**config.mk**
```make
export PLATFORM = sky130hd
export DESIGN_NAME = regfile_burst_reader_flat
export DESIGN_NICKNAME = d
export VERILOG_FILES = /design/src/rtl/regfile_burst_reader_if.sv /design/src/rtl/regfile_burst_reader.sv /design/src/flat_wrapper.sv
export SDC_FILE = /design/constraint.sdc
export NUM_CORES = 1
export LEC_CHECK = 0
export ABC_AREA = 1
export ABC_CLOCK_PERIOD_IN_PS = 1900
export CORE_MARGIN = 2
export CORE_UTILIZATION = 35
export DETAILED_ROUTE_END_ITERATION = 10
export HOLD_SLACK_MARGIN = 0.02
export SYNTH_ARGS = -nofsm -noshare
export SYNTH_HDL_FRONTEND = slang
export SYNTH_SLANG_ARGS = --single-unit
```
**constraint.sdc**
```tcl
create_clock -name Clock -period 1.9 [get_ports Clock]
set_clock_uncertainty 0.05 [all_clocks]
set_input_delay 0.285 -clock Clock [delete_from_list [all_inputs] [get_ports Clock]]
set_output_delay 0.285 -clock Clock [all_outputs]
set_load 0.005 [all_outputs]
```
**src/rtl/regfile_burst_reader_if.sv**
```systemverilog
// Bundles the start/status, register-file read and stream signals of the burst reader.
// The master modport is the reader; the slave modport is the surrounding system.
interface regfile_burst_reader_if #(
    parameter int unsigned AddressWidth  = 6,
    parameter int unsigned RegisterWidth = 16
);
    logic                     Start;
    logic [AddressWidth-1:0]  StartAddress;
    logic [AddressWidth:0]    Count;
    logic                     Busy;
    logic                     Done;
    logic [AddressWidth-1:0]  RfAddress;
    logic [RegisterWidth-1:0] RfReadData;
    logic [RegisterWidth-1:0] OutData;
    logic                     OutValid;
    logic                     OutReady;
    logic                     OutLast;

    modport master (
        input  Start, StartAddress, Count, RfReadData, OutReady,
        output Busy, Done, RfAddress, OutData, OutValid, OutLast
    );

    modport slave (
        output Start, StartAddress, Count, RfReadData, OutReady,
        input  Busy, Done, RfAddress, OutData, OutValid, OutLast
    );
endinterface

```
**src/rtl/regfile_burst_reader.sv**
```systemverilog
// Sweeps a contiguous register-file range on Start and streams each word out
// over a valid/ready port with backpressure; Done pulses once per burst.
module regfile_burst_reader #(
    parameter int unsigned AddressWidth  = 6,
    parameter int unsigned RegisterWidth = 16
) (
    input  logic                  Clock,
    input  logic                  nReset,
    regfile_burst_reader_if.master bus
);
    localparam int unsigned CountWidth = AddressWidth + 1;

    typedef enum logic [1:0] {
        ST_IDLE,
        ST_STREAM,
        ST_DONE
    } state_e;

    state_e                   state_q, state_d;
    logic [CountWidth-1:0]    remaining_q, remaining_d;
    logic [AddressWidth-1:0]  rf_addr_q, rf_addr_d;
    logic [RegisterWidth-1:0] out_data_q, out_data_d;
    logic                     out_valid_q, out_valid_d;
    logic                     out_last_q, out_last_d;
    logic                     busy_q, busy_d;
    logic                     done_q, done_d;

    logic load_c;
    logic rem_zero_c;

    // Output register is free when empty or being drained this edge.
    assign load_c     = !out_valid_q || bus.OutReady;
    assign rem_zero_c = (remaining_q == '0);

    always_ff @(posedge Clock or negedge nReset) begin
        if (!nReset) begin
            state_q     <= ST_IDLE;
            remaining_q <= '0;
            rf_addr_q   <= '0;
            out_data_q  <= '0;
            out_valid_q <= 1'b0;
            out_last_q  <= 1'b0;
            busy_q      <= 1'b0;
            done_q      <= 1'b0;
        end else begin
            state_q     <= state_d;
            remaining_q <= remaining_d;
            rf_addr_q   <= rf_addr_d;
            out_data_q  <= out_data_d;
            out_valid_q <= out_valid_d;
            out_last_q  <= out_last_d;
            busy_q      <= busy_d;
            done_q      <= done_d;
        end
    end

    always_comb begin
        state_d     = state_q;
        remaining_d = remaining_q;
        rf_addr_d   = rf_addr_q;
        out_data_d  = out_data_q;
        out_valid_d = out_valid_q;
        out_last_d  = out_last_q;
        busy_d      = busy_q;
        done_d      = 1'b0;

        unique case (state_q)
            ST_IDLE: begin
                if (bus.Start) begin
                    if (bus.Count != '0) begin
                        state_d     = ST_STREAM;
                        rf_addr_d   = bus.StartAddress;
                        remaining_d = bus.Count;
                        busy_d      = 1'b1;
                    end else begin
                        // Empty burst completes immediately without emitting beats.
                        state_d = ST_DONE;
                        done_d  = 1'b1;
                    end
                end
            end

            ST_STREAM: begin
                if (load_c && !rem_zero_c) begin
                    out_data_d  = bus.RfReadData;
                    out_valid_d = 1'b1;
                    out_last_d  = (remaining_q == CountWidth'(1));
                    rf_addr_d   = rf_addr_q + AddressWidth'(1);
                    remaining_d = remaining_q - CountWidth'(1);
                end else if (out_valid_q && bus.OutReady) begin
                    out_valid_d = 1'b0;
                    out_last_d  = 1'b0;
                    if (out_last_q) begin
                        state_d = ST_DONE;
                        busy_d  = 1'b0;
                        done_d  = 1'b1;
                    end
                end
            end

            ST_DONE: begin
                state_d = ST_IDLE;
            end

            default: begin
                state_d = ST_IDLE;
            end
        endcase
    end

    assign bus.Busy      = busy_q;
    assign bus.Done      = done_q;
    assign bus.RfAddress = rf_addr_q;
    assign bus.OutData   = out_data_q;
    assign bus.OutValid  = out_valid_q;
    assign bus.OutLast   = out_last_q;

endmodule

```
**src/flat_wrapper.sv**
```systemverilog
// flat-port wrapper written by rule: the top's interface ports become plain ports
module regfile_burst_reader_flat 
#(
    parameter int unsigned AddressWidth  = 6,
    parameter int unsigned RegisterWidth = 16
)
  (Clock, nReset, bus_Start, bus_StartAddress, bus_Count, bus_RfReadData, bus_OutReady, bus_Busy, bus_Done, bus_RfAddress, bus_OutData, bus_OutValid, bus_OutLast);
  regfile_burst_reader_if #(.AddressWidth(AddressWidth), .RegisterWidth(RegisterWidth)) bus_i ();
  input  logic Clock;
  input  logic nReset;
  input wire logic [$bits(bus_i.Start)-1:0] bus_Start;
  input wire logic [$bits(bus_i.StartAddress)-1:0] bus_StartAddress;
  input wire logic [$bits(bus_i.Count)-1:0] bus_Count;
  input wire logic [$bits(bus_i.RfReadData)-1:0] bus_RfReadData;
  input wire logic [$bits(bus_i.OutReady)-1:0] bus_OutReady;
  output wire logic [$bits(bus_i.Busy)-1:0] bus_Busy;
  output wire logic [$bits(bus_i.Done)-1:0] bus_Done;
  output wire logic [$bits(bus_i.RfAddress)-1:0] bus_RfAddress;
  output wire logic [$bits(bus_i.OutData)-1:0] bus_OutData;
  output wire logic [$bits(bus_i.OutValid)-1:0] bus_OutValid;
  output wire logic [$bits(bus_i.OutLast)-1:0] bus_OutLast;
  assign bus_i.Start = bus_Start;
  assign bus_i.StartAddress = bus_StartAddress;
  assign bus_i.Count = bus_Count;
  assign bus_i.RfReadData = bus_RfReadData;
  assign bus_i.OutReady = bus_OutReady;
  assign bus_Busy = bus_i.Busy;
  assign bus_Done = bus_i.Done;
  assign bus_RfAddress = bus_i.RfAddress;
  assign bus_OutData = bus_i.OutData;
  assign bus_OutValid = bus_i.OutValid;
  assign bus_OutLast = bus_i.OutLast;
  regfile_burst_reader #(.AddressWidth(AddressWidth), .RegisterWidth(RegisterWidth)) u_core (.Clock(Clock), .nReset(nReset), .bus(bus_i));
endmodule
```
==> impl_metrics.csv, run 1 <==
group,metric,value,unit
run_status,status,"complete, no violations",
floorplan,die_x,76.1,um
floorplan,initial_core_util,35.9,%
timing,setup_viol,0,
timing,worst_pin_slew,0.452,ns
timing,finalHoldViolations,0,
critical_path,worstPathMaxFanout,14,
power,ir_drop,805,uV
drt,drtAntennaViolNets,0,
placed_design,globalplace.congestion,0.827,
floorplan,die_area,5800,um^2
power,pwr_density_cell,1540,nW/um^2
critical_path,path_common_cell,"nand2_2",
synthesis,ys_ff_latch,35,
critical_path,path_class,"reg2reg",
power,p_leak,1.30,nW
synthesis,syn_avg_cell_area,7.44,um^2
clocking,postCtsSetupRepairBufs,0,
clocking,h-tree-depth,2,
synthesis,syn-cell-area,1820,um^2
floorplan,die_h,76.1,um
synthesis,syn_nets,281,
floorplan,io_pins,59,
critical_path,slowest_stage,"dfrtp_1",
clocking,clk_path_buf_depth,2,
job,cap_violations,0,
worst_hold_path,min_path_type,"reg2reg",
synthesis,synth_cells,245,
placed_design,dpl_worst_slack,0.110,ns
global_routing,grt_pass1_vias,1642,
drt,viasPerCell,4.61,
timing,max_freq,585,MHz
floorplan,rows,26,
critical_path,r2r_slack,0.19,ns
critical_path,crit_buf_inv,2,
finish,antennaDiodeCount,0,
timing,setup_ws,0.192,ns
critical_path,slowest_delay,0.42,ns
clocking,cts_tree,"built",
clocking,clk_pin_slew,0.07,ns
timing,slew_headroom,69.9,%
synthesis,ys.flop_type,"dfrtp_1",
drt,drt_iter0_markers,121,
global_routing,grt_first_pass_wirelength,7690,um
timing,post-route-period-util,89.9,%
synthesis,synth-async-reset-ratio,100,%
finish,nets,346,
timing,rsz0062_at_grt,"no",
clocking,worst_skew_pair.late_latency,0.28,ns
timing,fin_setup_tns,0,ns
critical_path,cp_top_family,"simple AND/OR/NAND/NOR gates",
critical_path,worstPathCellList,"inv_1 > ha_1 > nand2_2 > nor2_2 > nand2_2 > nand3_4 > buf_4 > nand3_1 > nand2_1",
placed_design,hpwl,3160,um
power,total_power,0.00395,W
drt,highest_layer,"met4",
critical_path,cp.required,2.03,ns
drt,routed-wl-met2,1820,um
global_routing,grt_max_degree,36,
drt,detail_route.wirelength,4490,um
placed_design,portBuffers,58,
global_routing,grt_antenna_before_repair,0,
finish,drive_gt1_share,8.09,%
clocking,root_buffer,"clkbuf_8",
synthesis,yosysWarningCount,0,
synthesis,synth_edf_count,0,
global_routing,grt_usage,16.4,%
drt,avgRoutedWirePerCell,11.8,um
drt,drtPass1Iterations,4,
drt,met3_length,445,um
timing,fin_crit,1.71,ns
clocking,cts_sinks,35,
drt,num_vias,1746,
synthesis,synth.distinct_cells,21,
drt,wl_met1,2170,um
critical_path,end_kind,"register",
clocking,cts_buffers,5,
finish,syn2layout_area_growth,41.1,%
critical_path,cp_data_arrival_time,1.84,ns
synthesis,yosysSeqAreaShare,48.1,%
global_routing,grt_overflow,0,
critical_path,startpoint_type,"register",
floorplan,core_area,5070,um^2
drt,route.detailed.drc,0,
timing,finalMaxSlewViolations,0,
[area by class of cell]
| cell class | count | area (um^2) |
|---|---|---|
| fillers | 535 | 2500 |
| clock buffers | 6 | 72.6 |
| inverters | 15 | 56.3 |
| repair buffers | 66 | 638 |
| multi-input cells | 187 | 840 |
| flip-flops and latches | 35 | 876 |
| well taps | 70 | 87.6 |
[flip-flops by register name, indices dropped and copies added (netlist names)]
name / cells
u_core.bus.OutData: 16
u_core.remaining_q: 7
u_core.bus.RfAddress: 6
u_core.state_q: 2
u_core.bus.Busy: 1
u_core.bus.Done: 1
u_core.bus.OutLast: 1
u_core.bus.OutValid: 1
[power breakdown]
group,switching [W],internal [W]
registers,0.000278,0.00108
logic,0.00109,0.00100
clock network,0.000247,0.000244
[layer usage]
layer	GRT usage, %	vias to the layer above
met3	5.81	6
met4	4.91	0
met2	24.0	73
li1	-	896
met1	22.8	771
met5	0	-
[cells in the mapped netlist, types with 2 or more instances]
master,n,area [um^2]
o21ai_0,11,55.1
nand2_1,122,458
buf_2,5,25.0
inv_1,11,41.3
nand2_2,3,18.8
o21bai_1,2,15.0
nor2_1,9,33.8
buf_6,2,22.5
nor2_2,2,12.5
inv_2,4,15.0
ha_1,3,37.5
nand3_1,26,130
dfrtp_1,35,876
nand4_1,3,18.8
[stage by stage]
step                instances  hold WS (ns)  area (um^2)  util, %
floorplan                 245       -0.0606         1820        -
global placement          372         0.305         2480     48.9
detailed placement        372         0.303         2480     48.9
CTS                       379         0.432         2560     50.5
global route              379         0.453         2570     50.6
finish                    379         0.428         2570     50.6
[worst reg2reg max path: cells and delay by family, from the launching register on]
family                   cells  cell delay, ns
AND/OR/NAND/NOR              6            0.59
adder cells (fa/ha/maj)      1            0.23
buffers and inverters        2            0.30
flip-flops                   1            0.42
[placed cells by master (no fill, tap or decap), drive strengths merged]
| cell | instances |
|---|---|
| clkbuf | 6 |
| nand2 | 125 |
| o21bai | 2 |
| nand3 | 27 |
| or2 | 3 |
| ha | 3 |
| nor2 | 12 |
| dlygate4sd3 | 1 |
| clkdlybuf4s50 | 57 |
| nand3b | 1 |
| o21ai | 11 |
| dfrtp | 35 |
| buf | 8 |
| inv | 15 |
| nand4 | 3 |
[kinds of logic after synthesis]
family | share of synthesized area [%]
AOI/OAI and AO/OA | 3.85
adders and majority gates | 2.06
buffers and inverters | 6.11
DFF | 48.1
and+or+nand+nor | 39.9
[path summary, 6_finish.rpt]
kind | from | end | depth (start not counted)
worst max-delay path | u_core.remaining_q[0] | u_core.remaining_q[4] | 9
worst min-delay path | u_core.bus.Busy | u_core.bus.Busy | 2
worst max register to register | u_core.remaining_q[0] | u_core.remaining_q[4] | 9
worst min register to register | u_core.bus.Busy | u_core.bus.Busy | 2
max in group asynchronous | nReset | u_core.bus.Busy | 3
min in group asynchronous | nReset | u_core.remaining_q[4] | 3
[what timing repair did]
item / in CTS / in global routing
hold buffers: 1 / 0
hold endpoints to repair: 35 / 0
gates resized for setup: 0 / 1
endpoints found under the setup margin: 0 / 2
Power figures use the tool's default switching activity.
==> run 2: changes to the inputs <==
--- a/config.mk
+++ b/config.mk
@@ -5,12 +5,14 @@
 export SDC_FILE = /design/constraint.sdc
 export NUM_CORES = 1
 export LEC_CHECK = 0
-export ABC_AREA = 1
+export ABC_AREA = 0
 export ABC_CLOCK_PERIOD_IN_PS = 1900
 export CORE_MARGIN = 2
 export CORE_UTILIZATION = 35
 export DETAILED_ROUTE_END_ITERATION = 10
 export HOLD_SLACK_MARGIN = 0.02
+export PLACE_DENSITY_LB_ADDON = 0.1
 export SYNTH_ARGS = -nofsm -noshare
 export SYNTH_HDL_FRONTEND = slang
 export SYNTH_SLANG_ARGS = --single-unit
+export TNS_END_PERCENT = 5
==> run 2 against run 1 <==
Effect of this change:
- the run now ends with setup timing left
- synthesized area decreased by 2.5%
- count of clock-buffer cells in the layout unchanged
- routed wire length increased by 11%
- synthesized cell count decreased by 38%
- sequential share of layout area decreased by 3.4 points
- hold slack got worse by 0.40 ns
- sequential power decreased by 10%
- via count decreased by 8.3%
- maximum frequency decreased by 14%
- register-to-register slack got worse by 0.27 ns
- flip-flop and latch count unchanged
- largest cell class is now multi-input combinational cells
- largest power group unchanged
==> impl_metrics.csv, run 2 <==
group,metric,value,unit
drt,viasPerCell,5.20,
synthesis,synth_cells,152,
placed_design,portBuffers,58,
critical_path,cp_top_family,"simple AND/OR/NAND/NOR gates",
timing,rsz0062_at_grt,"yes",
drt,route.detailed.drc,0,
floorplan,rows,25,
global_routing,grt_usage,18.4,%
clocking,cts_buffers,5,
clocking,root_buffer,"clkbuf_8",
finish,layout_common_cells,"clkdlybuf4s50_1, dfrtp_1, buf_4, mux2_4",
placed_design,globalplace.congestion,0.810,
drt,detail_route.wirelength,4990,um
finish,fill_cells,419,
global_routing,grt_antenna_before_repair,0,
timing,setup_viol,18,
critical_path,crit_buf_inv,1,
finish,largest_register_ffs,16,
critical_path,startpoint_type,"register",
global_routing,grt_overflow,0,
finish,post-route-util,59.2,%
synthesis,syn_nets,188,
timing,fin_crit,1.98,ns
drt,drt_iter0_markers,58,
floorplan,io_pins,59,
run_status,status,"finished with violations",
timing,max_freq,506,MHz
power,p_leak,1.22,nW
synthesis,yosysSeqAreaShare,49.3,%
critical_path,worstPathMaxFanout,6,
timing,post-route-period-util,104,%
power,total_power,0.00383,W
floorplan,core_area,4820,um^2
drt,drtAntennaViolNets,0,
synthesis,yosysMostFrequentCell,"dfrtp_1",
floorplan,die_x,75.3,um
timing,finalHoldViolations,0,
timing,worst_pin_slew,0.773,ns
finish,drive_gt1_share,32.0,%
job,cap_violations,0,
critical_path,cp_data_arrival_time,2.11,ns
finish,finalInstanceArea,2850,um^2
critical_path,worstPathCellList,"inv_2 > ha_4 > or3b_4 > o221a_4 > nor2_4 > mux2_4",
synthesis,syn_avg_cell_area,11.7,um^2
clocking,h-tree-depth,2,
critical_path,cp.depth,6,
clocking,worst_skew_pair.late_latency,0.29,ns
synthesis,yosysTopAreaCellShare,49.3,%
clocking,cts_tree,"built",
critical_path,end_kind,"register",
clocking,clk_pin_slew,0.07,ns
timing,setup_ws,-0.0776,ns
synthesis,ys_ff_latch,35,
power,ir_drop,595,uV
floorplan,die_area,5660,um^2
finish,multi_input_area,903,um^2
synthesis,synth_common_cells,"dfrtp_1, mux2_4, o22ai_1, o2bb2ai_1, nand2_1",
critical_path,r2r_cells,6,
clocking,clk_path_buf_depth,2,
finish,final_common_cell,"clkdlybuf4s50_1",
placed_design,hpwl,3620,um
clocking,cts_sinks,35,
finish,syn2layout_area_growth,60.6,%
placed_design,place_area,2590,um^2
synthesis,yosys-top-cells-area,"dfrtp_1, mux2_4, o2bb2ai_1, mux2_2, o22ai_1",
timing,whs,0.0243,ns
synthesis,synth_edf_count,0,
synthesis,synth.distinct_cells,38,
run_status,violations,"setup timing",
finish,nets,277,
global_routing,grt_max_degree,36,
finish,regArea,876,um^2
floorplan,die_h,75.3,um
critical_path,slowest_delay,0.39,ns
synthesis,syn-cell-area,1780,um^2
synthesis,synth-async-reset-ratio,100,%
critical_path,cp.required,2.03,ns
synthesis,ys.flop_type,"dfrtp_1",
global_routing,grt_first_pass_wirelength,7780,um
timing,finalMaxSlewViolations,0,
finish,antennaDiodeCount,0,
critical_path,slowest_stage,"dfrtp_1",
synthesis,yosysTopAreaCell,"dfrtp_1",
worst_hold_path,min_path_type,"in2async",
synthesis,yosysWarningCount,0,
drt,drtPass1Iterations,4,
critical_path,path_class,"reg2reg",
floorplan,initial_core_util,36.9,%
drt,avgRoutedWirePerCell,16.2,um
timing,slew_headroom,48.5,%
global_routing,grt_pass1_vias,1583,
power,pwr_density_cell,1340,nW/um^2
drt,num_vias,1601,
==> run 2: layout make-up <==
type                       count  share of cell area, %
multi-input combinational    104                   31.7
clock buffer                   6                   2.89
tap                           67                   2.94
clock inverter                 1                  0.175
inverter                       3                  0.395
timing repair buffer          92                   31.2
sequential                    35                   30.7
==> run 2: worst register-to-register path, delay by kind of cell, from the launching register on <==
kind / cells / cell delay [ns]
adder cells (fa/ha/maj): 1 / 0.13
AO/OA/AOI/OAI: 1 / 0.30
AND/OR/NAND/NOR: 2 / 0.59
flip-flops: 1 / 0.39
buffers and inverters: 1 / 0.09
multiplexers: 1 / 0.32
==> run 2: cell families (layout without fill, tap and decap cells) <==
logic type               after synthesis  count (layout)  synth area share (%)
AO/OA/AOI/OAI                         41              41                  16.8
adder cells (fa/ha/maj)                3               3                  2.11
buffers and inverters                 13             102                  4.79
flip-flops                            35              35                  49.3
multiplexers                          18              18                  13.7
AND/OR/NAND/NOR                       42              42                  13.3
==> run 2: power by group <==
part | total, W | internal [W] | switching, W
sequential | 0.00122 | 0.00101 | 0.000208
clock | 0.000553 | 0.000284 | 0.000268
combinational | 0.00205 | 0.00126 | 0.000798
total | 0.00383 | 0.00256 | 0.00127
==> run 2: stage by stage <==
stage,std cells,setup TNS [ns],worst slack [ns]
detailed placement,296,-3.34,-0.243
floorplan,152,-3.26,-0.178
CTS,307,-0.641,-0.0568
global route,308,-1.67,-0.123
finish,308,-0.611,-0.0776
global placement,296,-1.24,-0.172
==> run 2: worst paths after layout <==
check | start | to | slack (ns)
min in group Clock | u_core.bus.Busy | u_core.bus.Busy | 0.44
setup / recovery | u_core.remaining_q[1] | u_core.bus.RfAddress[1] | -0.08
max in group asynchronous | nReset | u_core.state_q[1] | 1.29
setup reg to reg | u_core.remaining_q[1] | u_core.bus.RfAddress[1] | -0.08
hold / removal | nReset | u_core.bus.OutValid | 0.02
hold reg to reg | u_core.bus.Busy | u_core.bus.Busy | 0.44
==> run 2: per-layer routing <==
layer	routed length (um)	GRT usage [%]	vias up
met1	2250	24.5	777
met2	2330	29.0	63
li1	-	-	750
met4	93	7.21	0
met5	0	0	-
met3	322	4.55	11
==> run 2: repair_timing <==
item | in CTS | in global routing
resized for setup | 13 | 14
gates cloned | 1 | 0
pin swaps | 3 | 4
buffers inserted | 3 | 1
hold buffers | 0 | 0
endpoints found under the setup margin | 30 | 31
